<file path="config.mk">
export PLATFORM = sky130hd
export DESIGN_NAME = clk_wiz_0
export DESIGN_NICKNAME = d
export VERILOG_FILES = /design/src/rtl/clk_wiz_0.sv
export SDC_FILE = /design/constraint.sdc
export NUM_CORES = 1
export LEC_CHECK = 0
export BUFFER_PORTS_ARGS = -buffer_cell sky130_fd_sc_hd__buf_4
export CAP_MARGIN = 20
export CORE_AREA = 4 4 41 43
export CTS_BUF_LIST = sky130_fd_sc_hd__clkbuf_4
export DETAILED_ROUTE_END_ITERATION = 7
export DIE_AREA = 0 0 45 47
export GPL_TIMING_DRIVEN = 0
export SYNTH_ARGS = -nofsm -noshare
export SYNTH_HDL_FRONTEND = slang
export SYNTH_SLANG_ARGS = --single-unit
</file>
<file path="constraint.sdc">
create_clock -name w_clk -period 4.4 [get_ports w_clk]
set_input_delay 0.66 -clock w_clk [delete_from_list [all_inputs] [get_ports w_clk]]
set_output_delay 0.66 -clock w_clk [all_outputs]
set_load 0.01 [all_outputs]
</file>
<file path="src/rtl/clk_wiz_0.sv">
// clk_wiz_0: behavioural stand-in for the vendor clock wizard.
//
// Derives a glitch-free output clock from the board clock and reports lock
// status once a fixed settle time has elapsed after reset release.
//
// Parameters
//   DIV          output divide ratio (>= 1); w_clk_out = w_clk / DIV
//   LOCK_CYCLES  w_clk rising edges after reset release before w_locked (>= 1)
//
// Ports (positional order is fixed: w_clk_out, w_rst, w_locked, w_clk)
//   w_clk_out  out  generated clock, low while unlocked
//   w_rst      in   synchronous active-high reset (tied low at the top level)
//   w_locked   out  registered lock flag, high once w_clk_out is stable
//   w_clk      in   reference clock
//
// All registers carry power-up values equal to their reset values, so the
// block comes up correctly with w_rst permanently tied low.
module clk_wiz_0 #(
  parameter int DIV         = 1,
  parameter int LOCK_CYCLES = 64
) (
  output logic w_clk_out,
  input  logic w_rst,
  output logic w_locked,
  input  logic w_clk
);

  // ---------------------------------------------------------------------------
  // Lock counter: counts released edges and saturates at LOCK_CYCLES.
  // ---------------------------------------------------------------------------
  localparam int LW = $clog2(LOCK_CYCLES + 1);
  localparam logic [LW-1:0] LOCK_MAX = LW'(LOCK_CYCLES);

  logic [LW-1:0] r_lock_cnt = '0;
  logic          r_locked   = 1'b0;
  logic [LW-1:0] lock_cnt_next;

  always_comb begin
    lock_cnt_next = r_lock_cnt;
    if (r_lock_cnt != LOCK_MAX) begin
      lock_cnt_next = r_lock_cnt + 1'b1;
    end
  end

  // w_locked rises on the edge where the count reaches LOCK_CYCLES and,
  // because the count saturates there, stays high until the next reset.
  always_ff @(posedge w_clk) begin
    if (w_rst) begin
      r_lock_cnt <= '0;
      r_locked   <= 1'b0;
    end else begin
      r_lock_cnt <= lock_cnt_next;
      r_locked   <= (lock_cnt_next == LOCK_MAX);
    end
  end

  assign w_locked = r_locked;

  // ---------------------------------------------------------------------------
  // Output clock generation.
  // ---------------------------------------------------------------------------
  generate
    if (DIV == 1) begin : g_pass
      // The enable is retimed on the falling edge, i.e. while w_clk is low,
      // so the AND gate can only open or close during a low phase: the output
      // never produces a partial high pulse when lock is gained or lost.
      logic r_en = 1'b0;

      always_ff @(negedge w_clk) begin
        r_en <= r_locked;
      end

      assign w_clk_out = w_clk & r_en;
    end else begin : g_div
      localparam int CW   = $clog2(DIV);
      localparam int HIGH = (DIV + 1) / 2;
      localparam logic [CW-1:0] CNT_MAX = CW'(DIV - 1);
      localparam logic [CW-1:0] HIGH_C  = CW'(HIGH);

      logic [CW-1:0] r_cnt = '0;
      logic          r_out = 1'b0;

      // r_cnt is the phase index (0 .. DIV-1) of the input cycle that begins
      // at this edge; the output is high for the first HIGH phases. Holding
      // the counter at 0 while unlocked makes the first edge after lock start
      // a full-length high phase.
      always_ff @(posedge w_clk) begin
        if (w_rst || !r_locked) begin
          r_cnt <= '0;
          r_out <= 1'b0;
        end else begin
          r_cnt <= (r_cnt == CNT_MAX) ? '0 : r_cnt + 1'b1;
          r_out <= (r_cnt < HIGH_C);
        end
      end

      assign w_clk_out = r_out;
    end
  endgenerate

endmodule

</file>
==> key figures, run 1 <==
Route
  • Routed Antenna Nets: 0
  • DRT Pass-1 Iters: 3
  • Vias per Instance: 4.55
  • Via count: 305
  • Number of remaining DRC errors: 0
  • Post-Route WL: between 700 and 800 µm
  • DR WL/cell: around 11 µm
  • Initial drt markers: 12

Power and ir drop
  • Power per Cell Area: 409 nW/µm²
  • Peak supply drop: around 0.21 mV
  • Total Power: roughly 0.0002 W
  • Pleak: ~0.21 nW

Run status
  • Status: completed

Min path
  • Min-Delay Path Class: in -> reg
  • WHS Path Cells: 2

STA
  • Setup repair after global routing missed its margin: false
  • Clock skew: 0.0643 ns
  • Final number of setup-violating endpoints: 0
  • Relative slew slack: around 80%
  • Worst hold slack: roughly 0.5 ns
  • Final setup TNS: 0 ns
  • Slew Limit Fails: 0
  • Final Hold Fails: 0
  • Worst-margin pin slew: between 0.2 and 0.3 ns

Logic synthesis
  • Largest area contributor in the netlist: dfxtp_1
  • Post-synth EDFFs: 0
  • Top cells by area, synth: dfxtp_1, xor2_1, ha_1, nor3_1, nor2b_1
  • Dominant synthesized flop cell: dfxtp_1
  • Yosys top cell area share: between 40% and 50%
  • Post-synthesis sequential area ratio: ~44%
  • Synthesized Nets: between 40 and 50
  • Synth async-reset ratio: 0%
  • Distinct cells, synth: 16
  • Cells after Synth: 42
  • Top post-synthesis cells by count: dfxtp_1, inv_1, nor3_1
  • Avg Synthesized Cell Area: roughly 9.8 µm²
  • Top-count cell post-synth: dfxtp_1
  • Ys Warns: 0
  • Flops & latches, synth: 9
  • Mapped Area: about 410 µm²

Clock network
  • CTS tree: yes
  • Setup bufs post-CTS: 0
  • Cells resized by post-CTS repair: 0
  • Register clock-pin slew on the reported worst setup and hold paths: about 0.060 ns
  • Post-CTS Hold Buffers: 0
  • Clock latency on the worst-skew pair: approximately 0.44 ns

Final layout
  • Synthesis-to-finish area growth: 22.9%
  • Nets@finish: between 50 and 60
  • Finished Layout Cells: 67
  • N_diodes: 0
  • Share of cells above drive strength 1: between 20% and 30%
  • Core Util, Final: between 30% and 40%

Setup path
  • Required time of the critical path: 3.74 ns
  • Critical path class: reg -> out
  • CP endpoint kind: primary output
  • R2R depth: 0
  • Arrival time at the worst endpoint: ~3.2 ns
  • Critical path's largest stage delay: 0.28 ns
  • Slowest-stage cell, CP: dfxtp_1
  • Worst Setup Start Kind: flip-flop
  • CP cell instances: and2_1 > buf_4
  • Crit-path max FO: 1

Floorplan
  • Die area: 2120 µm²
  • Chip height: ~47 µm
  • Initial Util: a little under a third
  • Core Region: between 1000 and 1500 µm²
  • # IOs: 4
  • Die W: about 45 µm
  • Site Rows: 13

Place
  • Port Buffer Count: 3
  • RD Place Congestion: around 0.73
  • Placed cells: 60
  • DPL Wire Length: 521 µm

Global route
  • Largest net degree at the start of global routing: 9
  • First-pass GRT wire length: roughly 1200 µm
  • Via count of the first global-routing pass: just over 300
  • Gr ovfl total: 0
  • GRT Overall Usage: a little under a tenth
  • Initial antenna violation count: 0

Flow run
  • Max-cap violations: 0
-- where the power goes --
part / internal (W) / switching [W]
Sequential: 0.0000840 / 0.00000270
Combinational: 0.00000520 / 0.00000609
Clock: 0.0000720 / 0.0000362
Total: 0.000161 / 0.0000450
-- per-stage QoR --
stage / setup WS [ns] / cell area (µm²)
floorplan: 1.11 / 410
global placement: 1.02 / 452
detailed placement: 1.02 / 452
CTS: 0.561 / 504
global route: 0.534 / 504
finish: 0.570 / 504
-- worst paths after layout --
check / from / end / slack, ns
hold reg to reg: r_lock_cnt[5] / r_lock_cnt[5] / 0.64
setup reg to reg: w_locked / g_pass.r_en / 1.85
hold / removal: w_rst / r_lock_cnt[5] / 0.51
setup / recovery: g_pass.r_en / w_clk_out / 0.57
-- per-layer routing --
| metal | wire length [µm] | vias to the layer above | GRT usage, % |
|---|---|---|---|
| li1 | - | 162 | - |
| met1 | 354 | 135 | 9.93 |
| met2 | 310 | 6 | 10.2 |
| met3 | 41 | 2 | 6.51 |
| met4 | 5 | 0 | 10.5 |
| met5 | 0 | - | 0 |
-- cell type report --
class                           count  area (µm²)
Inverter                            3        11.3
Multi-Input combinational cell     29         215
Clock buffer                        8        60.1
Clock inverter                      1        3.75
Fill cell                         140         797
Tap cell                           15        18.8
Timing Repair Buffer                2        15.0
Sequential cell                     9         180
-- placed cells by master (no fill, tap or decap), types with 3 or more instances in the layout --
master,n
buf_4,3
clkbuf_4,7
dfxtp_1,9
inv_1,4
nand3_1,3
nor2_1,3
nor2b_1,3
nor3_1,4
xor2_1,3
-- cell families (layout without fill, tap and decap cells) --
| kind of cell | count (synthesis) | after routing | synth area share, % |
|---|---|---|---|
| multiplexers | 1 | 1 | 2.44 |
| flip-flops | 9 | 9 | 43.9 |
| buffers and inverters | 4 | 14 | 3.66 |
| XOR/XNOR | 5 | 5 | 10.7 |
| AND/OR/NAND/NOR | 20 | 20 | 29.6 |
| AO/OA/AOI/OAI | 1 | 1 | 3.66 |
| adder cells (fa/ha/maj) | 2 | 2 | 6.10 |
-- flip-flops by register name, summed over array words and instances (netlist names) --
name	count
r_lock_cnt	7
g_pass.r_en	1
w_locked	1
-- critical path: cells and delay by family (launching register included) --
family	cells	cell delay, ns
buffers and inverters	1	0.13
DFF	1	0.28
and+or+nand+nor	1	0.12
Power figures use the tool's default switching activity.
==> run 2, diff against run 1 <==
CTS_BUF_LIST = sky130_fd_sc_hd__clkbuf_16   (was sky130_fd_sc_hd__clkbuf_4)
==> key figures, run 2 (synthesis results as in run 1) <==
Run status
  • Status: completed

Setup path
  • R2R depth: 0
  • Reg2Reg Setup Slack: ~1.9 ns
  • CP endpoint kind: primary output
  • R2R Path End: g_pass.r_en
  • Worst Setup Start Kind: flip-flop
  • Arrival time at the worst endpoint: roughly 3.2 ns
  • Critical path's largest stage delay: 0.28 ns
  • Slowest-stage cell, CP: dfxtp_1
  • R2R Path Start: w_locked
  • Critical path class: reg -> out
  • Required time of the critical path: 3.74 ns
  • Crit-path max FO: 1
  • CP cell instances: and2_1 > buf_4
  • Delay-heaviest family, CP: flip-flops
  • WP buf/inv: 1

Global route
  • GRT Overall Usage: between 10% and 20%
  • Gr ovfl total: 0
  • Via count of the first global-routing pass: roughly 330
  • First-pass GRT wire length: roughly 1300 µm
  • Largest net degree at the start of global routing: 9
  • Initial antenna violation count: 0

Power and ir drop
  • Power per Cell Area: approximately 650 nW/µm²
  • Peak supply drop: roughly 0.40 mV
  • Pleak: 0.253 nW

Min path
  • Min-delay src: w_rst
  • WHS Path Cells: 2
  • Min-Delay Path Class: in -> reg
  • Hold Path End: r_lock_cnt[0]

Route
  • DR WL/cell: around 12 µm
  • Routed Antenna Nets: 0
  • DRT Pass-1 Iters: 2
  • Number of remaining DRC errors: 0
  • Initial drt markers: 1
  • Post-Route WL: 788 µm
  • Vias per Instance: 4.63
  • Via count: 310

Final layout
  • Share of cells above drive strength 1: a little over a fifth
  • Multi-input logic area: 215 µm²
  • Max reg flops: 7
  • Most common cell after layout, fill and taps aside: dfxtp_1
  • Fillers: about 130
  • N_diodes: 0
  • Nets@finish: between 50 and 60
  • FF/Latch Area: roughly 180 µm²
  • Synthesis-to-finish area growth: 47.6%
  • Largest register by flop count: r_lock_cnt
  • Commonest non-fill, non-tap cells in the layout: dfxtp_1, clkbuf_16, inv_1, nor3_1

STA
  • Setup repair after global routing missed its margin: false
  • Final Hold Fails: 0
  • Clock skew: 0.0942 ns
  • Relative slew slack: ~80%
  • Worst Setup Slack, final: roughly 0.57 ns
  • Slew Limit Fails: 0
  • Worst-margin pin slew: 0.281 ns
  • Worst hold slack: about 0.54 ns
  • Final setup TNS: 0 ns
  • Final number of setup-violating endpoints: 0

Floorplan
  • Die area: 2120 µm²
  • Site Rows: 13
  • Die W: around 45 µm
  • # IOs: 4
  • Initial Util: about a third
  • Core Region: ~1300 µm²
  • Chip height: ~47 µm

Clock network
  • Clock latency on the worst-skew pair: about 0.44 ns
  • Setup bufs post-CTS: 0
  • Cells resized by post-CTS repair: 0
  • Register clock-pin slew on the reported worst setup and hold paths: around 0.04 ns
  • Post-CTS Hold Buffers: 0
  • CTS tree: yes

Flow run
  • Max-cap violations: 0

Place
  • RD Place Congestion: ~0.73
  • DPL Wire Length: about 520 µm
  • Post-Place Worst Slack: slightly above 1 ns
  • Port Buffer Count: 3
-- run 2: changes by cell type in the layout (fill, tap and decap cells not counted) --
cell / before / now
clkbuf_4: 7 / 0
clkbuf_16: 0 / 6
inv_1: 4 / 5
-- run 2: area by class of cell --
| type | instances | share of cell area, % |
|---|---|---|
| Tap cell | 15 | 3.10 |
| Clock inverter | 2 | 1.24 |
| Timing Repair Buffer | 2 | 2.48 |
| Clock buffer | 7 | 26.0 |
| Inverter | 3 | 1.86 |
| Multi-Input combinational cell | 29 | 35.5 |
| Sequential cell | 9 | 29.8 |
-- run 2: report_power, final --
| part | switching (W) | internal, W |
|---|---|---|
| registers | 0.00000274 | 0.0000844 |
| logic | 0.00000620 | 0.00000520 |
| clock network | 0.0000597 | 0.000236 |
-- run 2: per-stage QoR --
stage	power [W]	area, µm²	util (%)	cells
5_1_grt	0.000409	606	46.5	67
3_3_place_gp	0.000102	452	34.7	60
4_1_cts	0.000403	606	46.5	67
2_1_floorplan	0.0000988	410	-	42
6_report	0.000394	606	46.5	67
3_5_place_dp	0.000103	452	34.7	60
-- run 2: worst max path at each step --
stage | start | endpoint | depth (start not counted)
6_report | g_pass.r_en | w_clk_out | 2
5_1_grt | g_pass.r_en | w_clk_out | 2
4_1_cts | g_pass.r_en | w_clk_out | 2
3_5_place_dp | g_pass.r_en | w_clk_out | 2
3_3_place_gp | g_pass.r_en | w_clk_out | 2
2_1_floorplan | g_pass.r_en | w_clk_out | 1
-- run 2: per-layer routing --
| metal | track usage, % | vias to the layer above | wire length, µm |
|---|---|---|---|
| met4 | 17.5 | 0 | 35 |
| met2 | 11.0 | 7 | 333 |
| met5 | 0 | - | 0 |
| met1 | 9.68 | 138 | 374 |
| met3 | 9.96 | 4 | 45 |
| li1 | - | 161 | - |
==> run 3, diff against run 2 <==
ABC_AREA = 1   (was not set)
==> key figures, run 3 <==
Run status
  • Status: completed

Setup path
  • Crit-path max FO: 1
  • R2R Path Start: w_locked
  • Critical path class: reg -> out
  • Required time of the critical path: 3.74 ns
  • Arrival time at the worst endpoint: between 3 and 4 ns
  • CP endpoint kind: primary output
  • Critical Path Start: g_pass.r_en
  • Worst Setup Start Kind: flip-flop

STA
  • Worst hold slack: around 0.53 ns
  • Relative slew slack: 86.2%
  • Final Hold Fails: 0
  • Final setup TNS: 0 ns
  • Setup repair after global routing missed its margin: false
  • Worst-margin pin slew: roughly 0.21 ns
  • Clock skew: roughly 0.092 ns
  • Final number of setup-violating endpoints: 0
  • Slew Limit Fails: 0

Floorplan
  • Initial Util: between 30% and 40%
  • Core Region: between 1000 and 1500 µm²
  • Die area: roughly 2100 µm²
  • # IOs: 4
  • Site Rows: 13
  • Die W: around 45 µm
  • Chip height: ~47 µm

Logic synthesis
  • Avg Synthesized Cell Area: roughly 7.2 µm²
  • Post-synth EDFFs: 0
  • Top cells by area, synth: dfxtp_1, inv_1, nor2_1, xor2_1, nand2_1
  • Mapped Area: 427 µm²
  • Yosys top cell area share: 42.2%
  • Cells after Synth: 59
  • Top-count cell post-synth: inv_1
  • Flops & latches, synth: 9
  • Synth async-reset ratio: 0%
  • Synthesized Nets: 63
  • Ys Warns: 0
  • Dominant synthesized flop cell: dfxtp_1
  • Top post-synthesis cells by count: inv_1, nor2_1, dfxtp_1, nand2_1
  • Post-synthesis sequential area ratio: 42.2%
  • Largest area contributor in the netlist: dfxtp_1
  • Distinct cells, synth: 13

Flow run
  • Max-cap violations: 0

Power and ir drop
  • Peak supply drop: between 0.2 and 0.3 mV
  • Flop pwr share: a little over a fifth
  • Power per Cell Area: ~640 nW/µm²
  • Clock network power share: between 70% and 80%
  • Internal power: approximately 0.00033 W
  • Switch Pwr: about 0.000073 W
  • Net Sw Frac: a little under a fifth
  • Pleak: between 0.3 and 0.4 nW
  • Comb power frac: 3.2%
  • Total Power: 0.000399 W

Final layout
  • Fillers: ~130
  • Most common cell after layout, fill and taps aside: inv_1
  • Commonest non-fill, non-tap cells in the layout: inv_1, nor2_1, nand2_1, dfxtp_1, clkbuf_16
  • Synthesis-to-finish area growth: 46.0%
  • Nets@finish: between 70 and 80
  • Max reg flops: 7
  • Share of cells above drive strength 1: between 10% and 20%
  • Largest register by flop count: r_lock_cnt
  • N_diodes: 0

Place
  • Port Buffer Count: 3
  • RD Place Congestion: around 0.8
  • DPL Wire Length: between 500 and 600 µm

Route
  • Routed Antenna Nets: 0
  • Number of remaining DRC errors: 0
  • Met1 wire length: roughly 390 µm
  • Met3 WL post-DR: around 45 µm
  • DR WL/cell: 10.0 µm
  • Post-Route WL: roughly 840 µm
  • Vias per Instance: roughly 4.3
  • Initial drt markers: 16
  • Via count: roughly 360
  • Met2 wire len: 359 µm
  • DRT Pass-1 Iters: 4
  • Max layer used: met4

Min path
  • Min-Delay Path Class: in -> reg
  • Min-delay src: w_rst

Global route
  • First-pass GRT wire length: about 1500 µm
  • Gr ovfl total: 0
  • Via count of the first global-routing pass: 379
  • GRT Overall Usage: a little under an eighth
  • Initial antenna violation count: 0
  • Largest net degree at the start of global routing: 8

Clock network
  • Clock latency on the worst-skew pair: between 0.4 and 0.5 ns
  • Post-CTS Hold Buffers: 0
  • Cells resized by post-CTS repair: 0
  • Setup bufs post-CTS: 0
  • CTS tree: yes
  • Register clock-pin slew on the reported worst setup and hold paths: roughly 0.04 ns
==> run 3: kinds of logic after synthesis <==
kind of cell | share of synthesized area (%)
AOI/OAI and AO/OA | 1.17
adders and majority gates | 5.86
xor gates and xnor gates | 8.21
DFF | 42.2
buffers and inverters | 13.2
and+or+nand+nor | 29.3
==> run 3: per-stage QoR <==
| stage | setup slack (ns) | cells | instance area [µm²] | util (%) |
|---|---|---|---|---|
| 2_1_floorplan | 1.14 | 59 | 427 | - |
| 3_3_place_gp | 1.07 | 77 | 468 | 36.0 |
| 3_5_place_dp | 1.07 | 77 | 468 | 36.0 |
| 4_1_cts | 0.573 | 84 | 623 | 47.9 |
| 5_1_grt | 0.557 | 84 | 623 | 47.9 |
| 6_report | 0.584 | 84 | 623 | 47.9 |
==> run 3: area by class of cell <==
cell class                      count  area (µm²)  area share [%]
Tap cell                           15        18.8            3.01
Clock buffer                        7         158            25.3
Clock inverter                      3        12.5            2.01
Timing Repair Buffer                2        15.0            2.41
Sequential cell                     9         180            28.9
Inverter                           13        48.8            7.83
Multi-Input combinational cell     35         190            30.5
==> run 3: power groups by stage <==
| stage | clock network (W) | registers (W) | logic (W) |
|---|---|---|---|
| 2_1_floorplan | 0.00000284 | 0.0000878 | 0.00000943 |
| 4_1_cts | 0.000303 | 0.0000869 | 0.0000128 |
| 3_5_place_dp | 0.00000284 | 0.0000882 | 0.0000126 |
| 6_report | 0.000299 | 0.0000869 | 0.0000126 |
| 5_1_grt | 0.000314 | 0.0000872 | 0.0000146 |
| 3_3_place_gp | 0.00000284 | 0.0000882 | 0.0000125 |
==> run 3: worst paths after layout <==
path	end	slack, ns	cells past startpoint
worst max-delay path	w_clk_out	0.58	3
worst max register to register	g_pass.r_en	1.88	0
worst min register to register	r_lock_cnt[0]	0.58	2
worst min-delay path	r_lock_cnt[3]	0.53	2
==> run 3: critical path: stages (launching register included) <==
cell     delay, ns
dfxtp_1       0.28
nand2_1       0.06
inv_1         0.04
buf_4         0.13
==> run 3: layer usage <==
metal  GRT usage (%)  up-vias
met5               0        -
met4            18.7        0
met3            8.81        7
met2            12.7        8
met1            11.2      154
li1                -      193
